## config.mk

```make
export PLATFORM = sky130hd
export DESIGN_NAME = sprite_pixel_fetch
export DESIGN_NICKNAME = d
export VERILOG_FILES = /design/src/rtl/sprite_pixel_fetch.sv
export SDC_FILE = /design/constraint.sdc
export NUM_CORES = 1
export LEC_CHECK = 0
export ABC_CLOCK_PERIOD_IN_PS = 4100
export CORE_AREA = 2 2 72 101
export DETAILED_ROUTE_END_ITERATION = 10
export DIE_AREA = 0 0 74 103
export HOLD_SLACK_MARGIN = 0.05
export PLACE_DENSITY = 0.75
export SLEW_MARGIN = 20
export SYNTH_ARGS = -nofsm -noshare
export SYNTH_HDL_FRONTEND = slang
export SYNTH_SLANG_ARGS = --single-unit
```

## constraint.sdc

```tcl
create_clock -name Clk -period 4.1 [get_ports Clk]
set_input_delay 0.615 -clock Clk [delete_from_list [all_inputs] [get_ports Clk]]
set_output_delay 0.615 -clock Clk [all_outputs]
set_load 0.01 [all_outputs]
```

## src/rtl/sprite_pixel_fetch.sv

```systemverilog
// Sprite pixel fetch: raster position -> sprite ROM address -> palette index with opaque flag.
// Latency: 3 Clk from DrawX/DrawY/syncs to pix_index/pix_valid/hs_out/vs_out/display_en_out.
// Backpressure: none; one pixel is accepted every Clk unconditionally.
//
// Ports:
//   Clk, Reset            pixel clock, synchronous active-high reset
//   DrawX, DrawY          current raster column / row
//   display_en_in, hs_in, vs_in   raster timing (syncs active-low)
//   sprite_x, sprite_y, flip_x    requested sprite placement, latched at vsync assertion
//   rom_addr / rom_q      sprite ROM read port (data returns 1 Clk after address)
//   pix_index, pix_valid  palette index and opaque-visible flag
//   display_en_out, hs_out, vs_out  timing delayed to match pix_index
module sprite_pixel_fetch #(
    parameter int          SPR_W       = 32,
    parameter int          SPR_H       = 32,
    parameter int          SCALE_LOG2  = 1,
    parameter logic [3:0]  TRANSPARENT = 4'h0,
    parameter int          ADDR_W      = 10
) (
    input  logic              Clk,
    input  logic              Reset,
    input  logic [9:0]        DrawX,
    input  logic [9:0]        DrawY,
    input  logic              display_en_in,
    input  logic              hs_in,
    input  logic              vs_in,
    input  logic [9:0]        sprite_x,
    input  logic [9:0]        sprite_y,
    input  logic              flip_x,
    output logic [ADDR_W-1:0] rom_addr,
    input  logic [3:0]        rom_q,
    output logic [3:0]        pix_index,
    output logic              pix_valid,
    output logic              display_en_out,
    output logic              hs_out,
    output logic              vs_out
);

    // On-screen extent of the magnified sprite.
    localparam int SW = SPR_W << SCALE_LOG2;
    localparam int SH = SPR_H << SCALE_LOG2;

    // Frame latch state
    logic              vs_prev_q;
    logic [9:0]        shadow_x_q, shadow_x_d;
    logic [9:0]        shadow_y_q, shadow_y_d;
    logic              flip_q,     flip_d;
    logic              vs_fall;

    // Stage 1
    logic [ADDR_W-1:0] rom_addr_q, rom_addr_d;
    logic              in_box_d1_q, in_box;
    logic              de_d1_q, hs_d1_q, vs_d1_q;

    // Stage 2
    logic              in_box_d2_q;
    logic              de_d2_q, hs_d2_q, vs_d2_q;

    // Stage 3
    logic [3:0]        pix_index_q, pix_index_d;
    logic              pix_valid_q, pix_valid_d;
    logic              de_d3_q, hs_d3_q, vs_d3_q;

    // Stage-1 arithmetic, all 11 bits wide so a sprite hanging past column/row
    // 1023 compares correctly instead of wrapping its right/bottom bound.
    logic [10:0] draw_x_e, draw_y_e, sx_e, sy_e, x_end, y_end;
    logic [10:0] dx, dy, tx, ty, tx_f;
    logic [31:0] addr_full;

    always_comb begin
        vs_fall    = vs_prev_q & ~vs_in;
        shadow_x_d = shadow_x_q;
        shadow_y_d = shadow_y_q;
        flip_d     = flip_q;
        // Placement only changes at vsync assertion so a sprite never tears.
        if (vs_fall) begin
            shadow_x_d = sprite_x;
            shadow_y_d = sprite_y;
            flip_d     = flip_x;
        end
    end

    always_comb begin
        draw_x_e  = {1'b0, DrawX};
        draw_y_e  = {1'b0, DrawY};
        sx_e      = {1'b0, shadow_x_q};
        sy_e      = {1'b0, shadow_y_q};
        x_end     = sx_e + 11'(SW);
        y_end     = sy_e + 11'(SH);
        dx        = draw_x_e - sx_e;
        dy        = draw_y_e - sy_e;
        in_box    = (draw_x_e >= sx_e) && (draw_x_e < x_end) &&
                    (draw_y_e >= sy_e) && (draw_y_e < y_end);
        tx        = dx >> SCALE_LOG2;
        ty        = dy >> SCALE_LOG2;
        tx_f      = flip_q ? (11'(SPR_W - 1) - tx) : tx;
        addr_full = 32'(ty) * 32'(SPR_W) + 32'(tx_f);
        // Outside the box the address is a don't-care; holding it avoids needless ROM toggling.
        rom_addr_d = in_box ? addr_full[ADDR_W-1:0] : rom_addr_q;
    end

    always_comb begin
        pix_index_d = in_box_d2_q ? rom_q : 4'h0;
        pix_valid_d = in_box_d2_q && de_d2_q && (rom_q != TRANSPARENT);
    end

    always_ff @(posedge Clk) begin
        if (Reset) begin
            vs_prev_q   <= 1'b1;
            shadow_x_q  <= '0;
            shadow_y_q  <= '0;
            flip_q      <= 1'b0;
            rom_addr_q  <= '0;
            in_box_d1_q <= 1'b0;
            de_d1_q     <= 1'b0;
            hs_d1_q     <= 1'b1;
            vs_d1_q     <= 1'b1;
            in_box_d2_q <= 1'b0;
            de_d2_q     <= 1'b0;
            hs_d2_q     <= 1'b1;
            vs_d2_q     <= 1'b1;
            pix_index_q <= 4'h0;
            pix_valid_q <= 1'b0;
            de_d3_q     <= 1'b0;
            hs_d3_q     <= 1'b1;
            vs_d3_q     <= 1'b1;
        end else begin
            vs_prev_q   <= vs_in;
            shadow_x_q  <= shadow_x_d;
            shadow_y_q  <= shadow_y_d;
            flip_q      <= flip_d;
            rom_addr_q  <= rom_addr_d;
            in_box_d1_q <= in_box;
            de_d1_q     <= display_en_in;
            hs_d1_q     <= hs_in;
            vs_d1_q     <= vs_in;
            in_box_d2_q <= in_box_d1_q;
            de_d2_q     <= de_d1_q;
            hs_d2_q     <= hs_d1_q;
            vs_d2_q     <= vs_d1_q;
            pix_index_q <= pix_index_d;
            pix_valid_q <= pix_valid_d;
            de_d3_q     <= de_d2_q;
            hs_d3_q     <= hs_d2_q;
            vs_d3_q     <= vs_d2_q;
        end
    end

    assign rom_addr       = rom_addr_q;
    assign pix_index      = pix_index_q;
    assign pix_valid      = pix_valid_q;
    assign display_en_out = de_d3_q;
    assign hs_out         = hs_d3_q;
    assign vs_out         = vs_d3_q;

endmodule

```

==> run summary <==
Std-Cell Rows: 36
Inserted Clock Buffers: 5
Number of storage elements in the synthesis netlist: 47
Vias in the first global route: 2,648
Vias: 2,794
Met1 GRT Util: 21.4%
Fraction of synthesized cell area taken by the top area cell type: 31.3%
Cell area after placement: 0.00391 mm^2
Die Span X: 74 um
Peak supply drop: 0.000233 V
Capture instance of the worst register-to-register path: rom_addr[9]
Cell types occupying the most area after synthesis: sky130_fd_sc_hd__dfxtp_1 (31%), sky130_fd_sc_hd__ha_1 (15%), sky130_fd_sc_hd__a21oi_1 (6.8%), sky130_fd_sc_hd__xnor2_1 (6.4%), sky130_fd_sc_hd__nand2_1 (6.3%)
Count of unresolved DRC violations after routing: 0
Drt via density: 5.14
H-tree depth: 2
Final-report max-slew violation count: 0
Count of nets left with antenna violations after detail routing: 0
Detailed-router iteration count before antenna repair: 4
Cells after synthesis: 354
Worst Clk Skew: 0.00823 ns
Peak fanout along the critical path: 4
Average wire per cell in the routed design: 13.7 um
Antenna diode count: 0
Reg2Reg Launch Point: shadow_x_q[1]
Later-pin clock latency in the skew report: 0.30 ns
CP Data Arrival Time: 4.27 ns
Starting DRC count in detailed routing: 94
Most used routing layer in global routing: met2
Met2 layer usage reported by global route: 35.8%
Initial antenna violation count: 0
Cell occurring most often along the worst timing path: sky130_fd_sc_hd__xnor2_1
Power density of the placed cells: 320 mW/mm^2
Global router's overall resource usage: 19.2%
Vert. Die Dim: 103 um
Max-cap violations: 0
Master cell of the clock root buffer: sky130_fd_sc_hd__clkbuf_8
Worst slew slack as a fraction of its limit: 46.2%
Cell chain of the critical path: clkdlybuf4s50_1 > ha_4 > a21oi_1 > buf_4 > a311oi_2 > nor2_1 > xnor2_1 > inv_1 > ha_4 > nand2b_4 > xnor2_2 > ha_1 > a21o_1 > a21oi_2 > xor2_1 > xnor2_1 > xnor2_1 > xnor2_1 > o31ai_2
Largest net degree at the start of global routing: 25
Cell type of the slowest stage on the worst timing path: sky130_fd_sc_hd__clkdlybuf4s50_1
Library cell occupying the most area in the post-synthesis netlist: sky130_fd_sc_hd__dfxtp_1
Cell-internal power: 893 uW
Sum of negative setup slack: 0 ns
Switching Share: 32.9%
Synth Cell Area: 0.00300 mm^2
Detailed-route wire length: 7470 um
Detailed-placement wirelength estimate: 5670 um
Post-Syn Nets: 442
Final critical-path share of the clock period: 98.6%
Synth warnings: 0
Number of cells on the worst reg-to-reg path: 19
Die ar.: 0.00762 mm^2
Setup crit start kind: input pin
Worst-margin pin slew: 0.807 ns
Worst hold path type: reg -> reg
Count of distinct cell types in the synthesized netlist: 50
Initial core utilization: 44.1%
Fraction of layout instances using a drive strength above 1: 16.5%
Switching pwr: 438 uW
Worst-path clk slew: 0.09 ns
Number of nets in the layout: 537
GRT Residual Overflow: 0
EDFF count, synth: 0
Seq/Total Area, Yosys: 31.3%
Synth-to-layout area growth: 38.6%
Share of power burned in registers: 37.5%
Start-to-end type of the worst setup path: in -> reg
Worst stage delay on the critical path: 0.45 ns
Worst endpoint required time: 4.33 ns
IO buf count: 67
TritonCTS clock tree: done
CP Capture Type: flip-flop
IO Pins: 68
First-pass GRT wire length: 11,500 um
Final Hold Vio Count: 0
Critical Path Start: DrawX[3]
Clock Sinks: 47
Achievable clock frequency: 247 MHz
Cell leakage power: 1.67 nW
Async set-or-reset flop fraction in the synthesized netlist: 0%
R2R setup slack: 0.33 ns
Core outline area: 0.00680 mm^2
Placer congestion estimate: 0.916
Post-synthesis average cell area: 8.48 um^2
Result of the run: completed
Min-Delay Path Depth: 1
Portion of total power attributed to combinational logic: 41.6%
M3 GR Usage: 2.83%
Final-report setup violation count: 0
Proportion of power drawn by the clock network: 20.9%
Main synth FF type: sky130_fd_sc_hd__dfxtp_1
Endpoint of the most critical setup path: rom_addr[9]
Cell area after layout: 0.00416 mm^2
Minimum period implied by the final worst setup slack: 4.04 ns
Maximum buffer depth of the clock tree: 2
PnR Total Power: 1.33 mW
-- kinds of logic (layout without fill, tap and decap cells) --
group	Yosys count	after routing	synth area share (%)
AO/OA/AOI/OAI	95	95	21.3
flip-flops	47	47	31.3
buffers and inverters	41	136	5.88
AND/OR/NAND/NOR	107	107	17.3
adder cells (fa/ha/maj)	38	38	16.6
XOR/XNOR	26	26	7.59
-- layout by cell type (no fill, tap or decap), types with 3 or more instances in the layout --
master and n:
sky130_fd_sc_hd__a211oi_1 3, sky130_fd_sc_hd__a21o_1 9, sky130_fd_sc_hd__a21oi_1 39, sky130_fd_sc_hd__a311oi_1 5, sky130_fd_sc_hd__a31oi_1 3, sky130_fd_sc_hd__and2_1 4, sky130_fd_sc_hd__buf_4 34, sky130_fd_sc_hd__clkbuf_8 5
sky130_fd_sc_hd__clkdlybuf4s50_1 65, sky130_fd_sc_hd__dfxtp_1 47, sky130_fd_sc_hd__ha_1 31, sky130_fd_sc_hd__ha_4 3, sky130_fd_sc_hd__inv_1 26, sky130_fd_sc_hd__nand2_1 48, sky130_fd_sc_hd__nand3_1 8, sky130_fd_sc_hd__nor2_1 13
sky130_fd_sc_hd__nor2b_1 9, sky130_fd_sc_hd__nor3_1 3, sky130_fd_sc_hd__o21a_1 3, sky130_fd_sc_hd__o21ai_0 12, sky130_fd_sc_hd__o31ai_1 3, sky130_fd_sc_hd__or2_2 6, sky130_fd_sc_hd__xnor2_1 20, sky130_fd_sc_hd__xor2_1 4
-- sequential cells by signal, summed over array words and instances, names as in the netlist --
name and count:
in_box_d1_q 1, hs_d1_q 1, shadow_x_q 10, shadow_y_q 10, pix_valid 1, hs_out 1
vs_out 1, display_en_out 1, vs_d1_q 1, flip_q 1, in_box_d2_q 1, rom_addr 10
pix_index 4, vs_d2_q 1, de_d1_q 1, de_d2_q 1, hs_d2_q 1
-- final cells by class --
cell class / instances / area, um^2
Fill cell: 610 / 2640
Multi-Input combinational cell: 266 / 1970
Timing Repair Buffer: 102 / 942
Sequential cell: 47 / 941
Tap cell: 95 / 119
Inverter: 27 / 101
Clock buffer: 5 / 68.8
Clock inverter: 2 / 13.8
-- repair_timing --
item,4_1_cts,5_1_grt
endpoints found under the setup margin,1,1
buffers inserted,1,8
hold buffers,0,0
pin swaps,5,19
resized for setup,4,17
-- how the worst min path moves through the flow --
| stage | start | endpoint |
|---|---|---|
| floorplan | hs_d1_q | hs_d2_q |
| global placement | hs_d2_q | hs_out |
| detailed placement | hs_d2_q | hs_out |
| CTS | hs_d2_q | hs_out |
| global route | vs_d2_q | vs_out |
| finish | hs_d2_q | hs_out |
-- cell usage after synthesis, types with 9 or more instances --
library cell / instances
sky130_fd_sc_hd__nor2b_1: 9
sky130_fd_sc_hd__a21oi_1: 41
sky130_fd_sc_hd__nand3_1: 9
sky130_fd_sc_hd__xnor2_1: 22
sky130_fd_sc_hd__inv_1: 27
sky130_fd_sc_hd__nand2_1: 50
sky130_fd_sc_hd__ha_1: 35
sky130_fd_sc_hd__dfxtp_1: 47
sky130_fd_sc_hd__o21ai_0: 13
sky130_fd_sc_hd__clkbuf_1: 9
sky130_fd_sc_hd__a21o_1: 9
sky130_fd_sc_hd__nor2_1: 13
-- per-stage QoR --
stage / std cells / hold slack, ns / utilization [%] / setup slack (ns)
after floorplan: 354 / 0.389 / - / 0.0310
after global placement: 528 / 0.392 / 57.5 / -0.414
after detailed placement: 528 / 0.397 / 57.5 / -0.490
after CTS: 536 / 0.419 / 59.0 / 0.0117
after global routing: 544 / 0.433 / 61.1 / -0.0876
final: 544 / 0.416 / 61.1 / 0.0579
-- power groups by stage --
stage	clock, mW	combinational [mW]	sequential, mW
3_3_place_gp	0	0.466	0.508
5_1_grt	0.300	0.607	0.502
4_1_cts	0.285	0.492	0.499
6_report	0.278	0.554	0.499
3_5_place_dp	0	0.483	0.509
2_1_floorplan	0	0.304	0.508
-- layer usage --
metal / routed length [um] / vias to the layer above / part of all wire, %
li1: - / 1412 / -
met1: 2980 / 1293 / 40
met2: 4000 / 66 / 54
met3: 200 / 23 / 2.7
met4: 292 / 0 / 3.9
met5: 0 / - / 0
-- critical path, delay by kind of cell --
| family | cells | cell delay [ns] |
|---|---|---|
| and+or+nand+nor | 2 | 0.24 |
| buffers and inverters | 3 | 0.73 |
| xor gates and xnor gates | 6 | 0.99 |
| adders and majority gates | 3 | 0.79 |
| AOI/OAI and AO/OA | 5 | 0.89 |
Note: power is estimated with default switching activity, not from simulation.
